**config.mk**
```make
export PLATFORM = sky130hd
export DESIGN_NAME = bram_port_arbiter_flat
export DESIGN_NICKNAME = d
export VERILOG_FILES = /design/src/rtl/bram_arb_pkg.sv /design/src/rtl/bram_port_arbiter_if.sv /design/src/rtl/bram_port_arbiter_rr_find_first.sv /design/src/rtl/bram_port_arbiter.sv /design/src/flat_wrapper.sv
export SDC_FILE = /design/constraint.sdc
export NUM_CORES = 1
export LEC_CHECK = 0
export BUFFER_PORTS_ARGS = -buffer_cell sky130_fd_sc_hd__buf_2
export CORE_AREA = 3 3 168 170
export DETAILED_ROUTE_END_ITERATION = 12
export DIE_AREA = 0 0 171 173
export GPL_TIMING_DRIVEN = 0
export SLEW_MARGIN = 30
export SYNTH_ARGS = -nofsm -noshare
export SYNTH_HDL_FRONTEND = slang
export SYNTH_SLANG_ARGS = --single-unit
export TNS_END_PERCENT = 10
```
**constraint.sdc**
```tcl
create_clock -name clk -period 4.2 [get_ports clk]
set_input_delay 0.21 -clock clk [delete_from_list [all_inputs] [get_ports clk]]
set_output_delay 0.21 -clock clk [all_outputs]
set_load 0.02 [all_outputs]
```
**src/rtl/bram_arb_pkg.sv**
```systemverilog
// Shared types and helpers for the BRAM port arbiter: per-port read tag and
// round-robin pointer advance.
package bram_arb_pkg;

    localparam int unsigned MAX_IW = 4;

    typedef struct packed {
        logic              vld;
        logic [MAX_IW-1:0] id;
    } port_tag_t;

    // Pointer moves just past the last granted requester; holds when nothing was granted.
    function automatic logic [MAX_IW-1:0] rr_next(input logic [MAX_IW-1:0] ptr,
                                                  input logic [MAX_IW-1:0] last,
                                                  input int unsigned       n,
                                                  input logic              hit);
        if (!hit) begin
            return ptr;
        end
        if (32'(last) + 32'd1 >= n) begin
            return '0;
        end
        return last + MAX_IW'(1);
    endfunction

endpackage

```
**src/rtl/bram_port_arbiter_if.sv**
```systemverilog
// Requester-side and BRAM-side signals of the arbiter, with the arbiter as slave
// and the surrounding requesters/BRAM as master.
interface bram_port_arbiter_if #(
    parameter int unsigned WIDTH     = 32,
    parameter int unsigned DEPTH     = 32,
    parameter int unsigned NUM_REQ   = 4,
    parameter int unsigned NUM_PORTS = 2
);
    localparam int unsigned AW = $clog2(DEPTH);

    logic [NUM_REQ-1:0]              req_valid;
    logic [NUM_REQ-1:0]              req_we;
    logic [NUM_REQ-1:0][AW-1:0]      req_addr;
    logic [NUM_REQ-1:0][WIDTH-1:0]   req_din;
    logic [NUM_REQ-1:0]              req_ready;
    logic [NUM_REQ-1:0]              rsp_valid;
    logic [NUM_REQ-1:0][WIDTH-1:0]   rsp_data;
    logic [NUM_PORTS-1:0][AW-1:0]    bram_addr;
    logic [NUM_PORTS-1:0]            bram_we;
    logic [NUM_PORTS-1:0][WIDTH-1:0] bram_din;
    logic [NUM_PORTS-1:0][WIDTH-1:0] bram_dout;

    modport master (
        output req_valid, req_we, req_addr, req_din, bram_dout,
        input  req_ready, rsp_valid, rsp_data, bram_addr, bram_we, bram_din
    );

    modport slave (
        input  req_valid, req_we, req_addr, req_din, bram_dout,
        output req_ready, rsp_valid, rsp_data, bram_addr, bram_we, bram_din
    );

endinterface

```
**src/rtl/bram_port_arbiter_rr_find_first.sv**
```systemverilog
// First set bit of a mask, searching upward from a start index with wrap-around.
module rr_find_first #(
    parameter int unsigned N  = 4,
    parameter int unsigned IW = $clog2(N)
) (
    input  logic [N-1:0]  mask,
    input  logic [IW-1:0] start,
    output logic          found,
    output logic [IW-1:0] idx
);

    int unsigned j;

    always_comb begin
        found = 1'b0;
        idx   = '0;
        j     = 0;
        for (int unsigned i = 0; i < N; i++) begin
            j = 32'(start) + i;
            if (j >= N) begin
                j = j - N;
            end
            if (!found && mask[j]) begin
                found = 1'b1;
                idx   = IW'(j);
            end
        end
    end

endmodule

```
**src/rtl/bram_port_arbiter.sv**
```systemverilog
// Round-robin sharing of a multi-port BRAM among NUM_REQ requesters, with read
// data routed back to the issuing requester one cycle after the grant.
module bram_port_arbiter
    import bram_arb_pkg::*;
#(
    parameter int unsigned WIDTH     = 32,
    parameter int unsigned DEPTH     = 32,
    parameter int unsigned NUM_REQ   = 4,
    parameter int unsigned NUM_PORTS = 2
) (
    input logic                clk,
    input logic                reset,
    bram_port_arbiter_if.slave bus
);

    localparam int unsigned IW = $clog2(NUM_REQ);

    logic [IW-1:0]                rr_ptr;
    logic [NUM_PORTS-1:0]         port_hit;
    logic [NUM_PORTS-1:0][IW-1:0] port_id;
    port_tag_t [NUM_PORTS-1:0]    tag_q;
    logic [IW-1:0]                last_id;
    logic                         any_grant;

    // Grant chain: each port searches what earlier ports left unclaimed and conflict-free.
    for (genvar k = 0; k < NUM_PORTS; k++) begin : g_port
        logic [NUM_REQ-1:0] taken_in;
        logic [NUM_REQ-1:0] blocked_in;
        logic [NUM_REQ-1:0] taken_out;
        logic [NUM_REQ-1:0] blocked_out;
        logic [NUM_REQ-1:0] cand;
        logic               hit;
        logic [IW-1:0]      id;

        if (k == 0) begin : g_head
            assign taken_in   = '0;
            assign blocked_in = '0;
        end else begin : g_link
            assign taken_in   = g_port[k-1].taken_out;
            assign blocked_in = g_port[k-1].blocked_out;
        end

        assign cand = reset ? (bus.req_valid & ~taken_in & ~blocked_in) : '0;

        rr_find_first #(.N(NUM_REQ)) u_find (
            .mask  (cand),
            .start (rr_ptr),
            .found (hit),
            .idx   (id)
        );

        assign taken_out = taken_in | (hit ? (NUM_REQ'(1) << id) : '0);

        // Same-address pairs involving a write cannot share a cycle; read/read may.
        always_comb begin
            blocked_out = blocked_in;
            if (hit) begin
                for (int j = 0; j < NUM_REQ; j++) begin
                    if (bus.req_addr[id] == bus.req_addr[j] && (bus.req_we[id] || bus.req_we[j])) begin
                        blocked_out[j] = 1'b1;
                    end
                end
            end
        end

        assign port_hit[k] = hit;
        assign port_id[k]  = id;
    end

    assign bus.req_ready = g_port[NUM_PORTS-1].taken_out;

    always_comb begin
        bus.bram_addr = '0;
        bus.bram_we   = '0;
        bus.bram_din  = '0;
        for (int p = 0; p < NUM_PORTS; p++) begin
            if (port_hit[p]) begin
                bus.bram_addr[p] = bus.req_addr[port_id[p]];
                bus.bram_we[p]   = bus.req_we[port_id[p]];
                bus.bram_din[p]  = bus.req_din[port_id[p]];
            end
        end
    end

    // Hits fill ports in scan order, so the highest hit port holds the last granted ID.
    always_comb begin
        any_grant = 1'b0;
        last_id   = '0;
        for (int p = 0; p < NUM_PORTS; p++) begin
            if (port_hit[p]) begin
                any_grant = 1'b1;
                last_id   = port_id[p];
            end
        end
    end

    always_ff @(posedge clk or negedge reset) begin
        if (!reset) begin
            rr_ptr <= '0;
            tag_q  <= '0;
        end else begin
            rr_ptr <= IW'(rr_next(MAX_IW'(rr_ptr), MAX_IW'(last_id), NUM_REQ, any_grant));
            for (int p = 0; p < NUM_PORTS; p++) begin
                tag_q[p] <= port_tag_t'{vld: port_hit[p] & ~bus.bram_we[p], id: MAX_IW'(port_id[p])};
            end
        end
    end

    always_comb begin
        bus.rsp_valid = '0;
        bus.rsp_data  = '0;
        for (int p = 0; p < NUM_PORTS; p++) begin
            if (tag_q[p].vld) begin
                bus.rsp_valid[IW'(tag_q[p].id)] = 1'b1;
                bus.rsp_data[IW'(tag_q[p].id)]  = bus.bram_dout[p];
            end
        end
    end

endmodule

```
**src/flat_wrapper.sv**
```systemverilog
// flat-port wrapper written by rule: the top's interface ports become plain ports
module bram_port_arbiter_flat import bram_arb_pkg::*;
#(
    parameter int unsigned WIDTH     = 32,
    parameter int unsigned DEPTH     = 32,
    parameter int unsigned NUM_REQ   = 4,
    parameter int unsigned NUM_PORTS = 2
)
  (clk, reset, bus_req_valid, bus_req_we, bus_req_addr, bus_req_din, bus_bram_dout, bus_req_ready, bus_rsp_valid, bus_rsp_data, bus_bram_addr, bus_bram_we, bus_bram_din);
  bram_port_arbiter_if #(.WIDTH(WIDTH), .DEPTH(DEPTH), .NUM_REQ(NUM_REQ), .NUM_PORTS(NUM_PORTS)) bus_i ();
  input logic clk;
  input logic reset;
  input wire logic [$bits(bus_i.req_valid)-1:0] bus_req_valid;
  input wire logic [$bits(bus_i.req_we)-1:0] bus_req_we;
  input wire logic [$bits(bus_i.req_addr)-1:0] bus_req_addr;
  input wire logic [$bits(bus_i.req_din)-1:0] bus_req_din;
  input wire logic [$bits(bus_i.bram_dout)-1:0] bus_bram_dout;
  output wire logic [$bits(bus_i.req_ready)-1:0] bus_req_ready;
  output wire logic [$bits(bus_i.rsp_valid)-1:0] bus_rsp_valid;
  output wire logic [$bits(bus_i.rsp_data)-1:0] bus_rsp_data;
  output wire logic [$bits(bus_i.bram_addr)-1:0] bus_bram_addr;
  output wire logic [$bits(bus_i.bram_we)-1:0] bus_bram_we;
  output wire logic [$bits(bus_i.bram_din)-1:0] bus_bram_din;
  assign bus_i.req_valid = bus_req_valid;
  assign bus_i.req_we = bus_req_we;
  assign bus_i.req_addr = bus_req_addr;
  assign bus_i.req_din = bus_req_din;
  assign bus_i.bram_dout = bus_bram_dout;
  assign bus_req_ready = bus_i.req_ready;
  assign bus_rsp_valid = bus_i.rsp_valid;
  assign bus_rsp_data = bus_i.rsp_data;
  assign bus_bram_addr = bus_i.bram_addr;
  assign bus_bram_we = bus_i.bram_we;
  assign bus_bram_din = bus_i.bram_din;
  bram_port_arbiter #(.WIDTH(WIDTH), .DEPTH(DEPTH), .NUM_REQ(NUM_REQ), .NUM_PORTS(NUM_PORTS)) u_core (.clk(clk), .reset(reset), .bus(bus_i));
endmodule
```
==> impl_metrics.tcl, run 1 <==
set metrics [dict create \
    outcome "finished with violations" \
    violations "negative setup slack" \
    ys_async_sr_fraction_pct 100 \
    areaGrowthSynthToFinish_pct 57.1 \
    dr.first_iter.drc_count 928 \
    clk_pin_slew_ns 0.03 \
    synth_cell_types 75 \
    num_io_pins 434 \
    htreeDepth 1 \
    synth-seq-area-share_pct 3.35 \
    cp-end-kind "primary output" \
    yosys-mux-area-fraction_pct 14.7 \
    required_ns 3.99 \
    period_minus_slack_ns 4.22 \
    dieArea_sq_mm 0.0296 \
    layout_worst_path_cycle_share_pct 100 \
    synth-compound-area-share_pct 29.8 \
    internal_power_uw 2390 \
    p_total_uw 6320 \
    syn_inst 1046 \
    antenna_found_initial 6 \
    clk_path_buf_depth 2 \
    ys_warn_count 0 \
    fmax_mhz 237 \
    drt-total-wl_um 39900 \
    layout.cells.non_filler 1841 \
    syn_area_per_cell_sq_um 5.71 \
    fin_skew_ns 0.000404 \
    hold_violations 0 \
    die_h_um 173 \
    core_area_sq_mm 0.0269 \
    p_leak_uw 0.00492 \
    cts_buffers 3 \
    syn_area_sq_mm 0.00597 \
    pwr-share-clk_pct 2.4 \
    clk_latency_ns 0.23 \
    p_seq_share_pct 2.4 \
    grtUsageTotal_pct 24.3 \
    peakVddDrop_mv 0.318 \
    slew_viol_final 0 \
    synth-xor-area-share_pct 2.49 \
    hold_slack_ns 0.502 \
    crit_type "reg2out" \
    floorplan.initialDensity_pct 22.2 \
    worst-slew-pin-transition_ns 0.888 \
    netSwitchingPower_uw 3930 \
    cts_root_buffer "clkbuf_16" \
    rows 60 \
    yosys.area_share.simple_pct 40.3 \
    max_cap_viol_count 0 \
    wl_per_cell_um 21.7 \
    cts_num_sinks 8 \
    relSlewSlack_pct 40.6 \
    power_density_mw_per_mm2 674 \
    first_pass_iters 6 \
    worst-path-max-fanout 9 \
    rsz0062_at_grt "yes" \
    ys.flop_type "dfrtp_1" \
    place_congestion 0.976 \
    postRouteAntennaNets 0 \
    swShare_pct 62.2 \
    power_frac_comb_pct 95.2 \
    setup_violations 7 \
    dp_hpwl_um 31500 \
    gr-total-overflow 0 \
    fill_cells 3040 \
    drive_above_1_share_pct 37.0 \
    drt_drc_violations_left 0 \
    layout_setup_ws_ns -0.0193 \
    synth_edf_count 0 \
    cts_tree "built" \
    die-width_um 171 \
    cp-start-kind "register" \
    portBuffers 419 \
    detail_route.vias_per_cell 5.43 \
    synth_top_family_by_area "simple AND/OR/NAND/NOR gates" \
    crit_arrival_ns 4.01 \
    grt_max_degree 11 \
    yosys_register_bits 8 \
    layout.nets 1721 \
    synth_fa_ha_area_share_pct 0 \
    grt_pass1_vias 9517 \
    hold_path_class "in2async" \
    grt_pass1_wl_um 57300 \
    placed_cells 1806 \
    syn-num-nets 1268 \
    vias 10000 \
]
## cell usage after synthesis (all sizes together) (7+ instances only)
| master | n | area share [%] |
|---|---|---|
| nor3 | 7 | 0.59 |
| nor2 | 22 | 1.8 |
| a31oi | 7 | 0.99 |
| o21ai | 22 | 1.8 |
| clkbuf | 70 | 4.4 |
| and3 | 43 | 4.5 |
| nand3 | 80 | 6.7 |
| dfrtp | 8 | 3.4 |
| o211ai | 8 | 1.0 |
| a21oi | 101 | 8.5 |
| mux2i | 81 | 14 |
| a211oi | 10 | 1.3 |
| buf | 34 | 3.5 |
| nand2b | 7 | 0.73 |
| inv | 23 | 1.5 |
| xnor2 | 10 | 1.5 |
| nor2b | 9 | 0.94 |
| xor2 | 7 | 1.0 |
| nand2 | 356 | 22 |
| a22o | 32 | 4.7 |
| o22ai | 37 | 3.9 |
## path summary, 6_finish.rpt
| kind | from | end | slack [ns] | cells past startpoint |
|---|---|---|---|---|
| min in group clk | bus_req_we[2] | u_core.tag_q[9]$_DFF_PN0_ | 0.52 | 3 |
| max | u_core.rr_ptr[0]$_DFFE_PN0P_ | bus_bram_din[52] | -0.02 | 18 |
| min reg2reg | u_core.rr_ptr[1]$_DFFE_PN0P_ | u_core.rr_ptr[1]$_DFFE_PN0P_ | 0.87 | 3 |
| max in group asynchronous | reset | u_core.tag_q[4]$_DFF_PN0_ | 3.43 | 2 |
| min | reset | u_core.rr_ptr[1]$_DFFE_PN0P_ | 0.50 | 2 |
| max reg2reg | u_core.rr_ptr[0]$_DFFE_PN0P_ | u_core.rr_ptr[1]$_DFFE_PN0P_ | 0.49 | 16 |
## routing by layer
| layer | GRT usage [%] | share of wire [%] | vias to the layer above |
|---|---|---|---|
| met2 | 44.3 | 50 | 642 |
| met4 | 9.05 | 3.6 | 6 |
| met5 | 0 | 0.10 | - |
| met3 | 4.37 | 8.7 | 98 |
| met1 | 28.1 | 38 | 4641 |
| li1 | - | - | 4613 |
## what timing repair did
action | 4_1_cts | 5_1_grt
cloned | 0 | 3
gates resized for setup | 51 | 71
pin swaps | 13 | 14
setup endpoints to repair | 47 | 41
hold buffers | 1 | 0
setup buffers | 15 | 11
endpoints found under the hold margin | 8 | 0
## cells by family (layout without fill, tap and decap cells)
kind of cell              Yosys count  after routing
other                               0              3
DFF                                 8              8
xor gates and xnor gates           17             17
buffers and inverters             127            578
muxes                              85             85
and+or+nand+nor                   545            545
AOI/OAI and AO/OA                 264            264
## layout make-up
class,count,area (sq um),share of cell area (%)
inverters,23,95.1,1.01
diodes,3,7.51,0.0800
multi-input cells,911,5570,59.4
flip-flops and latches,8,200,2.13
plain buffers,103,562,5.99
well taps,341,427,4.55
repair buffers,449,2440,26.0
clock buffers,3,75.1,0.800
## through the flow
step           setup TNS [ns]  cell area (sq um)  util, %  setup WS (ns)
5_1_grt                 -4.19               9380     34.9         -0.156
3_5_place_dp           -17.69               8490     31.6         -0.690
2_1_floorplan               0               5970        -          0.319
3_3_place_gp           -20.24               8490     31.6         -0.740
6_report              -0.0830               9380     34.9        -0.0193
4_1_cts              -0.00683               8920     33.2       -0.00683
## state kept, by name (all words and copies together) (netlist names)
register / count
u_core.rr_ptr: 2
u_core.tag_q: 6
## cells in the final DEF, fill, tap and decap left out, types with 4 or more instances in the layout
cell	instances
nor2_1	19
inv_1	18
a31oi_1	5
buf_12	7
nand2b_1	7
and3_1	43
a211oi_1	8
xor2_1	7
clkbuf_2	5
a21o_1	4
clkbuf_1	63
buf_1	11
nor3_1	6
nor2b_1	7
buf_2	413
nand3_1	77
a21oi_1	101
a32o_1	5
o21ai_2	5
dfrtp_1	8
o21ai_0	14
o211ai_1	8
buf_4	38
a22o_1	32
nand2_1	356
mux2i_1	68
clkbuf_16	6
mux2i_2	8
buf_6	9
xnor2_1	10
o22ai_1	33
mux2i_4	5
## worst max-delay path: stages, from the launching register on
cell and delay [ns]:
dfrtp_1 0.36, buf_6 0.14, mux2i_2 0.16, a22oi_2 0.34
buf_4 0.19, a2bb2oi_4 0.16, a21oi_1 0.08, o21a_2 0.26
o311ai_4 0.35, buf_4 0.19, o2111ai_4 0.19, nor3_4 0.26
o32ai_4 0.13, inv_4 0.13, buf_12 0.16, buf_12 0.15
mux2i_1 0.22, o22ai_1 0.12, buf_2 0.18
## power groups by stage
stage                     combinational [uW]  clock, uW  sequential [uW]
after floorplan                         3430          0              134
after global placement                  5290          0              148
after detailed placement                5280          0              150
after CTS                               5550        156              149
after global routing                    6380        163              155
final                                   6020        153              149
Note: power is estimated with default switching activity, not from simulation.
==> inputs of run 2 (changes only) <==
Settings changed: CORE_AREA 3 3 168 170 to 3 3 165 167, DIE_AREA 0 0 171 173 to 0 0 168 170, SYNTH_HIERARCHICAL set to 1.
==> impl_metrics.tcl, run 2 <==
set metrics [dict create \
    outcome "finished with violations" \
    violations "negative setup slack" \
    slew_viol_final 0 \
    synth.area.top_cells "mux4_2 32%, a22o_1 22%, and2_1 9.6%" \
    required_ns 3.99 \
    period_minus_slack_ns 4.51 \
    fmax_mhz 222 \
    max_cap_viol_count 0 \
    power_density_mw_per_mm2 508 \
    place_ws_ns -1.05 \
    postRouteAntennaNets 0 \
    cts_num_sinks 8 \
    first_pass_iters 5 \
    drive_above_1_share_pct 63.5 \
    syn_area_per_cell_sq_um 9.47 \
    ys_async_sr_fraction_pct 100 \
    synth_commonest_cells "128 x a22o_1, 78 x and2_1, 73 x mux4_2" \
    top_register "u_core/tag_q" \
    relSlewSlack_pct 43.0 \
    grt_max_degree 11 \
    drt_drc_violations_left 0 \
    die-width_um 168 \
    yosys_register_bits 8 \
    fill_cells 2796 \
    r2r-start "u_core/rr_ptr[0]$_DFFE_PN0P_" \
    dr.first_iter.drc_count 461 \
    cts_tree "built" \
    gr-total-overflow 0 \
    final_cell_mix "408 x buf_2, 128 x a22o_1, 73 x mux4_2, 53 x and2_1, 35 x buf_4" \
    ys.flop_type "dfrtp_1" \
    num_antenna_cells 0 \
    clk_latency_ns 0.23 \
    floorplan.initialDensity_pct 19.7 \
    cp-start-kind "register" \
    largest_reg_flops 6 \
    layout.nets 1217 \
    dp_hpwl_um 25900 \
    slowest_stage "mux4_2" \
    fin_skew_ns 0.00155 \
    yosysMostFrequentCell "a22o_1" \
    grtUsageTotal_pct 20.0 \
    wl_per_cell_um 23.6 \
    grt_pass1_vias 7260 \
    hold_violations 0 \
    place_congestion 0.903 \
    layout_worst_path_cycle_share_pct 107 \
    synth_top_area_share_pct 32.3 \
    synth_edf_count 0 \
    rows 59 \
    top_regs "u_core/tag_q: 6 flops, u_core/rr_ptr: 2 flops" \
    crit_buf_inv 6 \
    startpoint "u_core/rr_ptr[0]$_DFFE_PN0P_" \
    crit_family "compound AO/OA/AOI/OAI gates" \
    peakVddDrop_mv 0.256 \
    dieArea_sq_mm 0.0286 \
    ys_warn_count 6 \
    die_h_um 170 \
    layout_commonest_cell "buf_2" \
    clk_path_buf_depth 2 \
    synth-seq-area-share_pct 3.93 \
    grt_pass1_wl_um 44500 \
    worst-path-max-fanout 8 \
    slowest_delay_ns 0.54 \
    core_area_sq_mm 0.0259 \
    hold_path_class "in2async" \
    r2r_cells 16 \
    synth_cell_types 55 \
    detail_route.vias_per_cell 5.34 \
    cts_root_buffer "clkbuf_16" \
    num_io_pins 434 \
    syn_inst 538 \
    p_leak_uw 0.00413 \
    worst-slew-pin-transition_ns 0.849 \
    htreeDepth 1 \
    cts_buffers 3 \
    vias 7088 \
    cp-end-kind "primary output" \
    layout_setup_ws_ns -0.313 \
    areaGrowthSynthToFinish_pct 65.3 \
    rsz0062_at_grt "yes" \
    endpoint "bus_bram_we[1]" \
    regToRegEndpoint "u_core/tag_q[9]$_DFF_PN0_" \
    portBuffers 423 \
    path_depth 16 \
    crit_arrival_ns 4.30 \
    utilization_pct 32.5 \
    drt-total-wl_um 31400 \
    syn-num-nets 760 \
    antenna_found_initial 0 \
    worstPathCellList "inv_2, a221o_1, a21oi_2, buf_6, buf_6, mux2i_4, xor2_1, a41oi_2, a311o_1, a221o_1, a21oi_2, buf_12, buf_8, mux4_2, and2_1, buf_2" \
    syn_area_sq_mm 0.00509 \
    crit_type "reg2out" \
    regToRegSetupSlack_ns 0.10 \
    setup_violations 39 \
    yosysTopAreaCell "mux4_2" \
    clk_pin_slew_ns 0.04 \
]
## run 2: per-layer routing
| metal | up-vias | share of wire (%) | track usage [%] |
|---|---|---|---|
| met4 | 0 | 2.3 | 5.30 |
| met2 | 457 | 51 | 36.5 |
| met1 | 3517 | 38 | 24.0 |
| li1 | 3064 | - | - |
| met3 | 50 | 8.9 | 3.95 |
| met5 | - | 0 | 0 |
## run 2: layout make-up
cell class                      instances  area (sq um)  share of cell area (%)
Inverter                               14          52.6                   0.624
Clock buffer                            3          75.1                   0.892
Buffer                                 70           524                    6.23
Tap cell                              335           419                    4.98
Sequential cell                         8           203                    2.41
Multi-Input combinational cell        446          4590                    54.5
Timing Repair Buffer                  452          2560                    30.4
## run 2: where the power goes
| part | total [uW] | switching, uW | internal, uW | leakage, uW |
|---|---|---|---|---|
| Combinational | 3980 | 2130 | 1860 | 0.00399 |
| Sequential | 143 | 35.1 | 108 | 0.0000967 |
| Clock | 156 | 33.2 | 122 | 0.0000370 |
## run 2: worst min path at each step
stage / depth (start not counted) / slack [ns] / from / to
floorplan: 0 / -0.09 / reset / u_core/rr_ptr[0]$_DFFE_PN0P_
global placement: 1 / 0.07 / reset / u_core/tag_q[1]$_DFF_PN0_
detailed placement: 1 / 0.08 / reset / u_core/tag_q[4]$_DFF_PN0_
CTS: 2 / 0.43 / reset / u_core/tag_q[4]$_DFF_PN0_
global route: 2 / 0.47 / reset / u_core/tag_q[4]$_DFF_PN0_
finish: 2 / 0.42 / reset / u_core/tag_q[4]$_DFF_PN0_
## run 2: per-stage QoR
stage | total power [uW] | std cells | hold slack [ns] | TNS [ns] | area (sq um)
after detailed placement | 3550 | 1296 | 0.0754 | -35.74 | 7630
after CTS | 4150 | 1323 | 0.434 | -3.64 | 8230
final | 4280 | 1328 | 0.420 | -9.85 | 8420
after global placement | 3550 | 1296 | 0.0732 | -36.16 | 7630
after global routing | 4530 | 1328 | 0.469 | -12.55 | 8420
after floorplan | 2410 | 538 | -0.0856 | 0 | 5090
## run 2: repair_timing
item,CTS,global route
cloned,2,1
pin swaps,10,11
setup buffers,21,6
hold buffers,1,0
gates resized for setup,95,48
endpoints found under the hold margin,8,0
endpoints found under the setup margin,45,42
## run 2: logic make-up after synthesis
family	count (synthesis)	synth area share (%)
AO/OA/AOI/OAI	182	29.8
AND/OR/NAND/NOR	146	16.7
buffers and inverters	84	9.28
multiplexers	83	34.3
XOR/XNOR	35	6.02
flip-flops	8	3.93
